==> src/rtl/seq_detect_fsm_if.sv <==
// Bundles the serial-detector control, data and status signals.
// The bench drives through master; the detector attaches as slave.
interface seq_detect_fsm_if #(
  parameter int p_nbits = 4,
  parameter int p_cntw  = 8
);
  localparam int sw = $clog2(p_nbits + 1);

  logic               in_;
  logic               en;
  logic               load;
  logic [p_nbits-1:0] pattern;
  logic               overlap;
  logic [sw-1:0]      state;
  logic               match;
  logic [p_cntw-1:0]  count;

  modport master (
    output in_, en, load, pattern, overlap,
    input  state, match, count
  );

  modport slave (
    input  in_, en, load, pattern, overlap,
    output state, match, count
  );
endinterface

==> src/rtl/seq_detect_fsm.sv <==
// Runtime-programmable serial pattern detector. The state is the number of pattern bits
// currently matched; transitions are computed on the fly against the loaded pattern.
module seq_detect_fsm #(
  parameter int p_nbits = 4,
  parameter int p_cntw  = 8
) (
  input logic             clk,
  input logic             reset,
  seq_detect_fsm_if.slave bus
);
  localparam int sw = $clog2(p_nbits + 1);
  localparam int w  = p_nbits + 1;

  typedef logic [sw-1:0] state_t;
  localparam state_t s_full = state_t'(p_nbits);

  // Longest prefix of p that is a suffix of (first k pattern bits, then b).
  // The string is held LSB = newest bit, so suffix/prefix compares become masked XORs.
  function automatic state_t delta(input state_t k, input logic b, input logic [p_nbits-1:0] p);
    logic [w-1:0] pw;
    logic [w-1:0] str;
    logic [w-1:0] pre;
    logic [w-1:0] mask;
    state_t       best;
    pw   = {1'b0, p};
    str  = ((pw >> (p_nbits - int'(k))) << 1) | w'(b);
    best = '0;
    for (int j = 1; j <= p_nbits; j++) begin
      pre  = pw >> (p_nbits - j);
      mask = w'((1 << j) - 1);
      if ((j <= int'(k) + 1) && (((str ^ pre) & mask) == '0)) begin
        best = state_t'(j);
      end
    end
    return best;
  endfunction

  logic [p_nbits-1:0] p_reg;
  state_t             s_reg;
  state_t             s_next;
  logic               match_reg;
  logic [p_cntw-1:0]  count_reg;

  // Leaving a full match without overlap restarts from an empty history.
  always_comb begin
    s_next = '0;
    if ((s_reg == s_full) && !bus.overlap) begin
      s_next = delta('0, bus.in_, p_reg);
    end else begin
      s_next = delta(s_reg, bus.in_, p_reg);
    end
  end

  always_ff @(posedge clk) begin
    if (reset) begin
      p_reg     <= '0;
      s_reg     <= '0;
      match_reg <= 1'b0;
      count_reg <= '0;
    end else if (bus.load) begin
      p_reg     <= bus.pattern;
      s_reg     <= '0;
      match_reg <= 1'b0;
      count_reg <= '0;
    end else if (bus.en) begin
      s_reg     <= s_next;
      match_reg <= (s_next == s_full);
      if ((s_next == s_full) && (count_reg != '1)) begin
        count_reg <= count_reg + p_cntw'(1);
      end
    end
  end

  assign bus.state = s_reg;
  assign bus.match = match_reg;
  assign bus.count = count_reg;
endmodule

==> src/flat_wrapper.sv <==
// flat-port wrapper written by rule: the top's interface ports become plain ports
module seq_detect_fsm_flat 
#(
  parameter int p_nbits = 4,
  parameter int p_cntw  = 8
)
  (clk, reset, bus_in_, bus_en, bus_load, bus_pattern, bus_overlap, bus_state, bus_match, bus_count);
  seq_detect_fsm_if #(.p_nbits(p_nbits), .p_cntw(p_cntw)) bus_i ();
  input logic clk;
  input logic reset;
  input wire logic [$bits(bus_i.in_)-1:0] bus_in_;
  input wire logic [$bits(bus_i.en)-1:0] bus_en;
  input wire logic [$bits(bus_i.load)-1:0] bus_load;
  input wire logic [$bits(bus_i.pattern)-1:0] bus_pattern;
  input wire logic [$bits(bus_i.overlap)-1:0] bus_overlap;
  output wire logic [$bits(bus_i.state)-1:0] bus_state;
  output wire logic [$bits(bus_i.match)-1:0] bus_match;
  output wire logic [$bits(bus_i.count)-1:0] bus_count;
  assign bus_i.in_ = bus_in_;
  assign bus_i.en = bus_en;
  assign bus_i.load = bus_load;
  assign bus_i.pattern = bus_pattern;
  assign bus_i.overlap = bus_overlap;
  assign bus_state = bus_i.state;
  assign bus_match = bus_i.match;
  assign bus_count = bus_i.count;
  seq_detect_fsm #(.p_nbits(p_nbits), .p_cntw(p_cntw)) u_core (.clk(clk), .reset(reset), .bus(bus_i));
endmodule
==> config.mk <==
export PLATFORM = sky130hd
export DESIGN_NAME = seq_detect_fsm_flat
export DESIGN_NICKNAME = d
export VERILOG_FILES = /design/src/rtl/seq_detect_fsm_if.sv /design/src/rtl/seq_detect_fsm.sv /design/src/flat_wrapper.sv
export SDC_FILE = /design/constraint.sdc
export NUM_CORES = 1
export LEC_CHECK = 0
export CORE_MARGIN = 5
export CORE_UTILIZATION = 40
export DETAILED_ROUTE_END_ITERATION = 8
export DONT_BUFFER_PORTS = 1
export SLEW_MARGIN = 20
export SYNTH_ARGS = -nofsm -noshare
export SYNTH_HDL_FRONTEND = slang
export SYNTH_SLANG_ARGS = --single-unit
==> constraint.sdc <==
create_clock -name clk -period 4.2 [get_ports clk]
set_input_delay 0.84 -clock clk [delete_from_list [all_inputs] [get_ports clk]]
set_output_delay 0.84 -clock clk [all_outputs]
set_load 0.005 [all_outputs]
==> metrics.md, run 1 <==
| Metric | Value |
|---|---|
| Placer Congestion | `0.845` |
| Num CTS Buffers | `3` |
| Hold depth | `2` |
| Core area | `2810 sq um` |
| Mean post-synth cell area | `8.49 sq um` |
| Final Hold Viols | `0` |
| Register area | `320 sq um` |
| DRC viols | `0` |
| Final Critical Period | `3.60 ns` |
| Core Util, Final | `42.9%` |
| Slew of the pin with the lowest slew margin | `slightly below 0.6 ns` |
| Hold path startpoint | `u_core.bus.match$_SDFFE_PP0P_` |
| Critical path class | `register to register` |
| Starting Density | `42.4%` |
| Cell row count | `19` |
| R2r startpoint | `u_core.bus.state[0]$_SDFFE_PP0P_` |
| Average routed wire per standard cell | `16.0 um` |
| Worst setup EP type | `register` |
| Ant diodes | `0` |
| Unrepaired setup endpoints after global routing | `false` |
| Die ar. | `4160 sq um` |
| Post-detail-place hpwl | `2060 um` |
| Combinational Power Share | `12.9%` |
| Non-Filler Instances | `~170` |
| CP startpoint kind | `register` |
| Syn Inst Count | `140` |
| Sequential area share after synthesis | `between 20% and 30%` |
| Post-CTS Hold Buffers | `0` |
| Maximum VDD drop | `about 0.00013 V` |
| Reg2Reg Setup Slack | `0.60 ns` |
| Number of synthesized flops with an enable pin | `0` |
| CP Data Arrival Time | `around 3.8 ns` |
| Critical Path RT | `approximately 4.4 ns` |
| All-Layer GR Usage | `13.8%` |
| I/O pins | `22` |
| Clock tree root buffer cell | `clkbuf_4` |
| Multi-input gate area | `802 sq um` |
| Largest cells by area after synthesis | `dfxtp_1 (27%), ha_1 (7.4%), mux2i_1 (6.7%), a21oi_1 (5.5%), xnor2_1 (5.2%)` |
| Netlist cell types | `between 40 and 50` |
| Syn nets | `~160` |
| Vias | `between 1000 and 1500` |
| Post-CTS setup buffers | `0` |
| Period utilization | `85.8%` |
| Routed wire length | `approximately 2700 um` |
| Cell area after synthesis | `1190 sq um` |
| TNS Setup | `0 ns` |
| Via density | `6.07` |
| Placed Cells incl. Taps | `~160` |
| Post-synth top area cell | `dfxtp_1` |
| Fmax | `approximately 280 MHz` |
| Share of cells above drive strength 1 | `under 10%` |
| Die Wd | `64.5 um` |
| Post_cts resized | `0` |
| Mux share of post-synthesis cell area | `6.74%` |
| Sink Count | `16` |
| Final setup violation count | `0` |
| Hold Crit Class | `register to register` |
| Antenna violations before repair | `0` |
| CTS tree | `built` |
| Slew headroom | `60.6%` |
| Max reg flops | `8` |
| Reg-to-reg endpoint | `u_core.bus.count[5]$_SDFFE_PP0P_` |
| Adder-cell share of the synthesized area | `7.37%` |
| Clk buf depth | `2` |
| Switching Fraction | `25.4%` |
| CTS HTree Levels | `1` |
| Number of global-route vias before repair | `~1000` |
| Clock skew | `approximately 0.0041 ns` |
| 1st-pass router iterations | `4` |
| Outcome | `finished, final reports clean` |
| CP startpoint | `u_core.bus.state[0]$_SDFFE_PP0P_` |
| Critical path fanouts, max | `15` |
| Nets@finish | `154` |
| DIE HEIGHT | `around 65 um` |
| Drt initial violations | `68` |
| Async S/R FF share, synth | `0%` |
| Post-synthesis register bit count | `16` |
| Synth top area share | `a little over a quarter` |
| Final setup margin | `~0.60 ns` |
| Net Switching | `0.0695 mW` |
| Reg2Reg Depth | `9` |
| Clock network power share | `28.0%` |
| Int Pwr | `0.205 mW` |
| Flop pwr share | `59.1%` |
| Top_reg_cell synth | `dfxtp_1` |
| Clock latency on the worst-skew pair | `0.28 ns` |
| # port buffers | `0` |
| Cell Pwr Density | `228 nW/um^2` |
| Simple-Gate Fraction of Synth Area | `25.1%` |
| Leakage power | `0.399 nW` |
| Syn. warnings | `0` |
| Gr ovfl total | `0` |
| Max cap viols | `0` |
| Layout fillers | `294` |
| Pins Over Slew Limit | `0` |
| Clock transition at path regs | `~0.08 ns` |
| Final ANT Viol Nets | `0` |
| Pin count of the biggest net entering global routing | `16` |
| First-pass GRT wire length | `4640 um` |
| Place WS | `about 0.64 ns` |
| Most frequent cells in the layout | `dfxtp_1 (16), a21oi_1 (13), nand2_1 (10), nor2_1 (9)` |
| Synth Area in XOR/XNOR | `6.63%` |
| Commonest non-fill, non-tap cell in the layout | `dfxtp_1` |
| Area grow syn2layout | `1.16%` |
| Compound-Gate Fraction of Synth Area | `21.7%` |
| Tot Pwr | `0.274 mW` |
| Largest family of logic cells by synthesized area | `simple AND/OR/NAND/NOR gates` |
| WHS Endpoint | `u_core.bus.match$_SDFFE_PP0P_` |
-- cell usage after synthesis, drive strengths merged, types with 4 or more instances --
master	instances
mux2i	8
o21ai	8
a21oi	13
o31ai	4
nor2	9
buf	4
clkbuf	4
or3	5
inv	5
nand4	5
xnor2	7
ha	7
nand2	11
dfxtp	16
-- final cells by class --
cell class              count  share of cell area, %
flip-flops and latches     16                   26.6
inverters                   5                   1.56
multi-input cells         111                   66.7
clock buffers               3                   1.87
well taps                  31                   3.23
-- through the flow --
| stage | hold slack [ns] | cell area (sq um) |
|---|---|---|
| 4_1_cts | 0.499 | 1200 |
| 5_1_grt | 0.528 | 1200 |
| 2_1_floorplan | 0.460 | 1190 |
| 3_5_place_dp | 0.486 | 1180 |
| 6_report | 0.492 | 1200 |
| 3_3_place_gp | 0.486 | 1180 |
-- power by group through the flow --
stage	Sequential (mW)	Combinational (mW)	Clock, mW
final	0.162	0.0355	0.0767
after detailed placement	0.166	0.0353	0
after floorplan	0.159	0.0383	0
after global routing	0.163	0.0395	0.0863
after CTS	0.162	0.0354	0.0796
after global placement	0.165	0.0346	0
-- how the worst max path moves through the flow --
stage,endpoint,slack (ns)
floorplan,u_core.bus.count[4]$_SDFFE_PP0P_,1.21
global placement,u_core.bus.count[5]$_SDFFE_PP0P_,0.78
detailed placement,u_core.bus.count[5]$_SDFFE_PP0P_,0.64
CTS,u_core.bus.count[5]$_SDFFE_PP0P_,0.62
global route,u_core.bus.count[5]$_SDFFE_PP0P_,0.37
finish,u_core.bus.count[5]$_SDFFE_PP0P_,0.60
-- layer usage --
| layer | vias to the layer above | wire, um | GRT usage (%) |
|---|---|---|---|
| li1 | 501 | - | - |
| met1 | 469 | 1180 | 17.0 |
| met2 | 34 | 1240 | 22.8 |
| met3 | 4 | 224 | 3.63 |
| met4 | 0 | 21 | 5.54 |
| met5 | - | 0 | 0 |
-- cell families after synthesis --
group,count (synthesis)
fa+ha+maj,7
simple gates,50
xor+xnor,9
flops,16
compound gates,37
mux,8
buf+inv,13
-- worst max-delay path: stages, from the launching register on --
cell	delay, ns
dfxtp_1	0.69
inv_1	0.22
ha_1	0.25
ha_1	0.35
or4_2	0.60
o221ai_4	0.28
xnor2_1	0.24
nand2_2	0.24
or4_1	0.51
a21oi_1	0.16
Power figures use the tool's default switching activity.
==> run 2, diff against run 1 <==
--- a/config.mk
+++ b/config.mk
@@ -7,6 +7,7 @@
 export LEC_CHECK = 0
 export CORE_MARGIN = 5
 export CORE_UTILIZATION = 40
+export CTS_BUF_LIST = sky130_fd_sc_hd__clkbuf_8
 export DETAILED_ROUTE_END_ITERATION = 8
 export DONT_BUFFER_PORTS = 1
 export SLEW_MARGIN = 20
==> metrics.md, run 2 (synthesis gave the netlist of run 1 again) <==
| Metric | Value |
|---|---|
| Place WS | `0.641 ns` |
| Slew of the pin with the lowest slew margin | `0.585 ns` |
| CP startpoint kind | `register` |
| Sink Count | `16` |
| Leakage power | `0.406 nW` |
| Final Critical Period | `roughly 3.6 ns` |
| Post-detail-place hpwl | `2060 um` |
| Worst-path cell chain | `inv_1, ha_1, ha_1, or4_2, o221ai_4, xnor2_1, nand2_2, or4_1, a21oi_1` |
| Clock latency on the worst-skew pair | `roughly 0.24 ns` |
| Hold path startpoint | `u_core.bus.match$_SDFFE_PP0P_` |
| Die Wd | `64.5 um` |
| DIE HEIGHT | `64.5 um` |
| Clock transition at path regs | `0.06 ns` |
| CP Data Arrival Time | `3.76 ns` |
| Final setup violation count | `0` |
| Gr ovfl total | `0` |
| Vias | `1015` |
| Core Util, Final | `a little over two fifths` |
| Period utilization | `85.4%` |
| Number of global-route vias before repair | `1027` |
| Final setup margin | `around 0.61 ns` |
| Reg2Reg Depth | `9` |
| Placer Congestion | `0.845` |
| Antenna violations before repair | `0` |
| Num CTS Buffers | `3` |
| Max cap viols | `0` |
| Hold depth | `2` |
| CTS HTree Levels | `1` |
| CP most frequent cell | `ha_1` |
| All-Layer GR Usage | `approximately 14%` |
| Core area | `2810 sq um` |
| Routed wire length | `2670 um` |
| Max reg flops | `8` |
| Worst setup EP type | `register` |
| DRC viols | `0` |
| 1st-pass router iterations | `5` |
| Pins Over Slew Limit | `0` |
| Post_cts resized | `0` |
| Pin count of the biggest net entering global routing | `16` |
| Outcome | `finished, final reports clean` |
| Maximum VDD drop | `0.000155 V` |
| I/O pins | `22` |
| Slew headroom | `60.6%` |
| Tot Pwr | `0.308 mW` |
| Average routed wire per standard cell | `16.1 um` |
| Final ANT Viol Nets | `0` |
| Cell row count | `19` |
| Unrepaired setup endpoints after global routing | `false` |
| First-pass GRT wire length | `around 4600 um` |
| Hold Crit Class | `register to register` |
| Cell Pwr Density | `252 nW/um^2` |
| Nets@finish | `154` |
| Most frequent cells in the layout | `dfxtp_1 (16), a21oi_1 (13), nand2_1 (10), nor2_1 (9)` |
| Clock skew | `0.00254 ns` |
| WHS | `roughly 0.49 ns` |
| CP max stage cell | `dfxtp_1` |
| Crit-path max cell delay | `between 0.6 and 0.7 ns` |
| R2r startpoint | `u_core.bus.state[0]$_SDFFE_PP0P_` |
| Commonest non-fill, non-tap cell in the layout | `dfxtp_1` |
| TNS Setup | `0 ns` |
| Share of cells above drive strength 1 | `8.15%` |
| Ant diodes | `0` |
| CTS tree | `built` |
| # port buffers | `0` |
| Fmax | `279 MHz` |
| Area grow syn2layout | `2.74%` |
| Drt initial violations | `57` |
| Via density | `between 6 and 7` |
| Final Hold Viols | `0` |
| Critical Path RT | `~4.4 ns` |
| Clock tree root buffer cell | `clkbuf_8` |
| CP startpoint | `u_core.bus.state[0]$_SDFFE_PP0P_` |
| Post-CTS setup buffers | `0` |
| Post-CTS Hold Buffers | `0` |
| Critical path class | `register to register` |
| Critical path fanouts, max | `15` |
| Starting Density | `42.4%` |
| Clk buf depth | `2` |
| Die ar. | `4160 sq um` |
==> run 2: cell counts in the layout (fill, tap and decap cells not counted) <==
No cell type changed its count.
==> run 2: path summary, 6_finish.rpt <==
path                                      endpoint  slack [ns]
setup / recovery  u_core.bus.count[5]$_SDFFE_PP0P_        0.61
setup reg to reg  u_core.bus.count[5]$_SDFFE_PP0P_        0.61
hold / removal       u_core.bus.match$_SDFFE_PP0P_        0.49
hold reg to reg      u_core.bus.match$_SDFFE_PP0P_        0.49
==> run 2: power breakdown <==
part	internal, mW	switching [mW]
Clock	0.0634	0.0464
Combinational	0.0171	0.0184
Sequential	0.155	0.00763
==> run 2: metal layers <==
| metal | track usage (%) | part of all wire, % |
|---|---|---|
| met3 | 3.63 | 7.5 |
| met5 | 0 | 0 |
| met1 | 17.0 | 45 |
| met4 | 5.54 | 0.67 |
| met2 | 22.8 | 46 |
==> run 2: area by class of cell <==
type	instances	area (sq um)
tap	31	38.8
clock buffer	3	41.3
sequential	16	320
fill	294	1580
inverter	5	18.8
multi-input combinational	111	802
==> run 2: critical path: cells and delay by family (launching register included) <==
family | cells | cell delay [ns]
and+or+nand+nor | 3 | 1.34
xor gates and xnor gates | 1 | 0.24
DFF | 1 | 0.68
adders and majority gates | 2 | 0.60
buffers and inverters | 1 | 0.22
AOI/OAI and AO/OA | 2 | 0.42
==> run 2: stage by stage <==
step | std cells | cell area [sq um]
after global placement | 163 | 1180
after global routing | 166 | 1220
after floorplan | 140 | 1190
final | 166 | 1220
after detailed placement | 163 | 1180
after CTS | 166 | 1220
==> run 3, diff against run 2 <==
--- a/config.mk
+++ b/config.mk
@@ -6,7 +6,7 @@
 export NUM_CORES = 1
 export LEC_CHECK = 0
 export CORE_MARGIN = 5
-export CORE_UTILIZATION = 40
+export CORE_UTILIZATION = 30
 export CTS_BUF_LIST = sky130_fd_sc_hd__clkbuf_8
 export DETAILED_ROUTE_END_ITERATION = 8
 export DONT_BUFFER_PORTS = 1
==> metrics.md, run 3 (synthesis gave the netlist of run 1 again) <==
| Metric | Value |
|---|---|
| Ant diodes | `0` |
| Final setup violation count | `0` |
| Drt initial violations | `157` |
| DIE HEIGHT | `72.9 um` |
| Register area | `320 sq um` |
| Commonest non-fill, non-tap cell in the layout | `dfxtp_1` |
| Clock skew | `0.00423 ns` |
| I/O pins | `22` |
| Core area | `3740 sq um` |
| CP startpoint kind | `register` |
| CP top delay family | `simple AND/OR/NAND/NOR gates` |
| Clk buf depth | `2` |
| Sink Count | `16` |
| Period utilization | `86.6%` |
| Starting Density | `31.8%` |
| Slew headroom | `between 60 and 70%` |
| Int Pwr | `roughly 0.25 mW` |
| Pins Over Slew Limit | `0` |
| Post-CTS setup buffers | `0` |
| Routed wire length | `2750 um` |
| DRC viols | `0` |
| Unrepaired setup endpoints after global routing | `false` |
| TNS Setup | `0 ns` |
| Final ANT Viol Nets | `0` |
| Max reg flops | `8` |
| Antenna violations before repair | `0` |
| # port buffers | `0` |
| Die ar. | `5320 sq um` |
| Fmax | `275 MHz` |
| Post_cts resized | `0` |
| Gr ovfl total | `0` |
| Post-CTS Hold Buffers | `0` |
| Die Wd | `roughly 73 um` |
| Share of cells above drive strength 1 | `8.82%` |
| CP max stage cell | `dfxtp_1` |
| Clock transition at path regs | `~0.060 ns` |
| Crit-path max cell delay | `0.69 ns` |
| Cell Pwr Density | `between 200 and 300 nW/um^2` |
| Critical path class | `register to register` |
| Flop pwr share | `49.0%` |
| Final Hold Viols | `0` |
| Post-detail-place hpwl | `2140 um` |
| Critical path fanouts, max | `15` |
| WP buf/inv | `1` |
| Switching Fraction | `a little under a quarter` |
| Slew of the pin with the lowest slew margin | `roughly 0.59 ns` |
| Layout fillers | `around 420` |
| Leakage power | `0.413 nW` |
| Placer Congestion | `0.855` |
| Tot Pwr | `0.332 mW` |
| Final Critical Period | `3.64 ns` |
| CTS tree | `built` |
| Combinational Power Share | `approximately 11%` |
| Vias | `1014` |
| Via density | `5.51` |
| Number of global-route vias before repair | `1030` |
| Clock tree root buffer cell | `clkbuf_8` |
| First-pass GRT wire length | `4860 um` |
| All-Layer GR Usage | `11.3%` |
| Worst setup EP type | `register` |
| Multi-input gate area | `around 800 sq um` |
| Average routed wire per standard cell | `roughly 15 um` |
| Pin count of the biggest net entering global routing | `16` |
| Clock network power share | `between 40 and 50%` |
| Net Switching | `0.0768 mW` |
| CTS HTree Levels | `1` |
| Clock latency on the worst-skew pair | `~0.25 ns` |
| Worst-path cell chain | `inv_1, ha_1, ha_1, or4_2, o221ai_4, xnor2_1, nand2_2, or4_1, a21oi_1` |
| 1st-pass router iterations | `4` |
| Nets@finish | `approximately 150` |
| Maximum VDD drop | `0.000133 V` |
| CP most frequent cell | `ha_1` |
| CP Data Arrival Time | `3.81 ns` |
| Max cap viols | `0` |
| Reg2Reg Setup Slack | `0.56 ns` |
| Critical Path RT | `4.37 ns` |
| Hold Crit Class | `register to register` |
| Cell row count | `22` |
| Num CTS Buffers | `3` |
| Most frequent cells in the layout | `dfxtp_1 (16), a21oi_1 (13), nand2_1 (10), nor2_1 (9)` |
| Area grow syn2layout | `5.68%` |
| Outcome | `finished, final reports clean` |
-- run 3: metrics by stage --
stage	area [sq um]	util [%]	hold slack, ns	setup WS, ns	cells
finish	1260	33.6	0.496	0.562	184
global placement	1200	32.1	0.496	0.777	180
global route	1260	33.6	0.530	0.278	184
floorplan	1190	-	0.460	1.21	140
detailed placement	1200	32.1	0.501	0.584	180
CTS	1260	33.6	0.510	0.554	184
-- run 3: power by group through the flow --
stage	Clock (mW)	Combinational (mW)	Sequential, mW
floorplan	0	0.0383	0.159
global placement	0	0.0346	0.165
detailed placement	0	0.0358	0.166
CTS	0.138	0.0359	0.162
global route	0.145	0.0399	0.163
finish	0.133	0.0359	0.162
-- run 3: final timing paths --
kind | cells past startpoint | from | end
worst max-delay path | 9 | u_core.bus.state[0]$_SDFFE_PP0P_ | u_core.bus.count[5]$_SDFFE_PP0P_
worst min-delay path | 2 | u_core.bus.match$_SDFFE_PP0P_ | u_core.bus.match$_SDFFE_PP0P_
worst max register to register | 9 | u_core.bus.state[0]$_SDFFE_PP0P_ | u_core.bus.count[5]$_SDFFE_PP0P_
worst min register to register | 2 | u_core.bus.match$_SDFFE_PP0P_ | u_core.bus.match$_SDFFE_PP0P_
-- run 3: per-layer routing --
metal	vias up	part of all wire (%)	track usage, %	routed length [um]
met1	468	43	15.3	1180
met2	40	47	17.7	1280
met5	-	0	0	0
met4	0	0.47	3.69	13
met3	2	9.8	2.62	268
li1	504	-	-	-
-- run 3: cell type report --
cell class / instances / area share, %
inverter: 5 / 1.49
multi-input combinational: 111 / 63.8
clock buffer: 4 / 4.38
tap: 48 / 4.78
sequential: 16 / 25.5
-- run 3: tightest hold or removal path: stages (launching register included) --
cell	delay, ns
dfxtp_1	0.33
nand2_1	0.07
a21oi_1	0.05
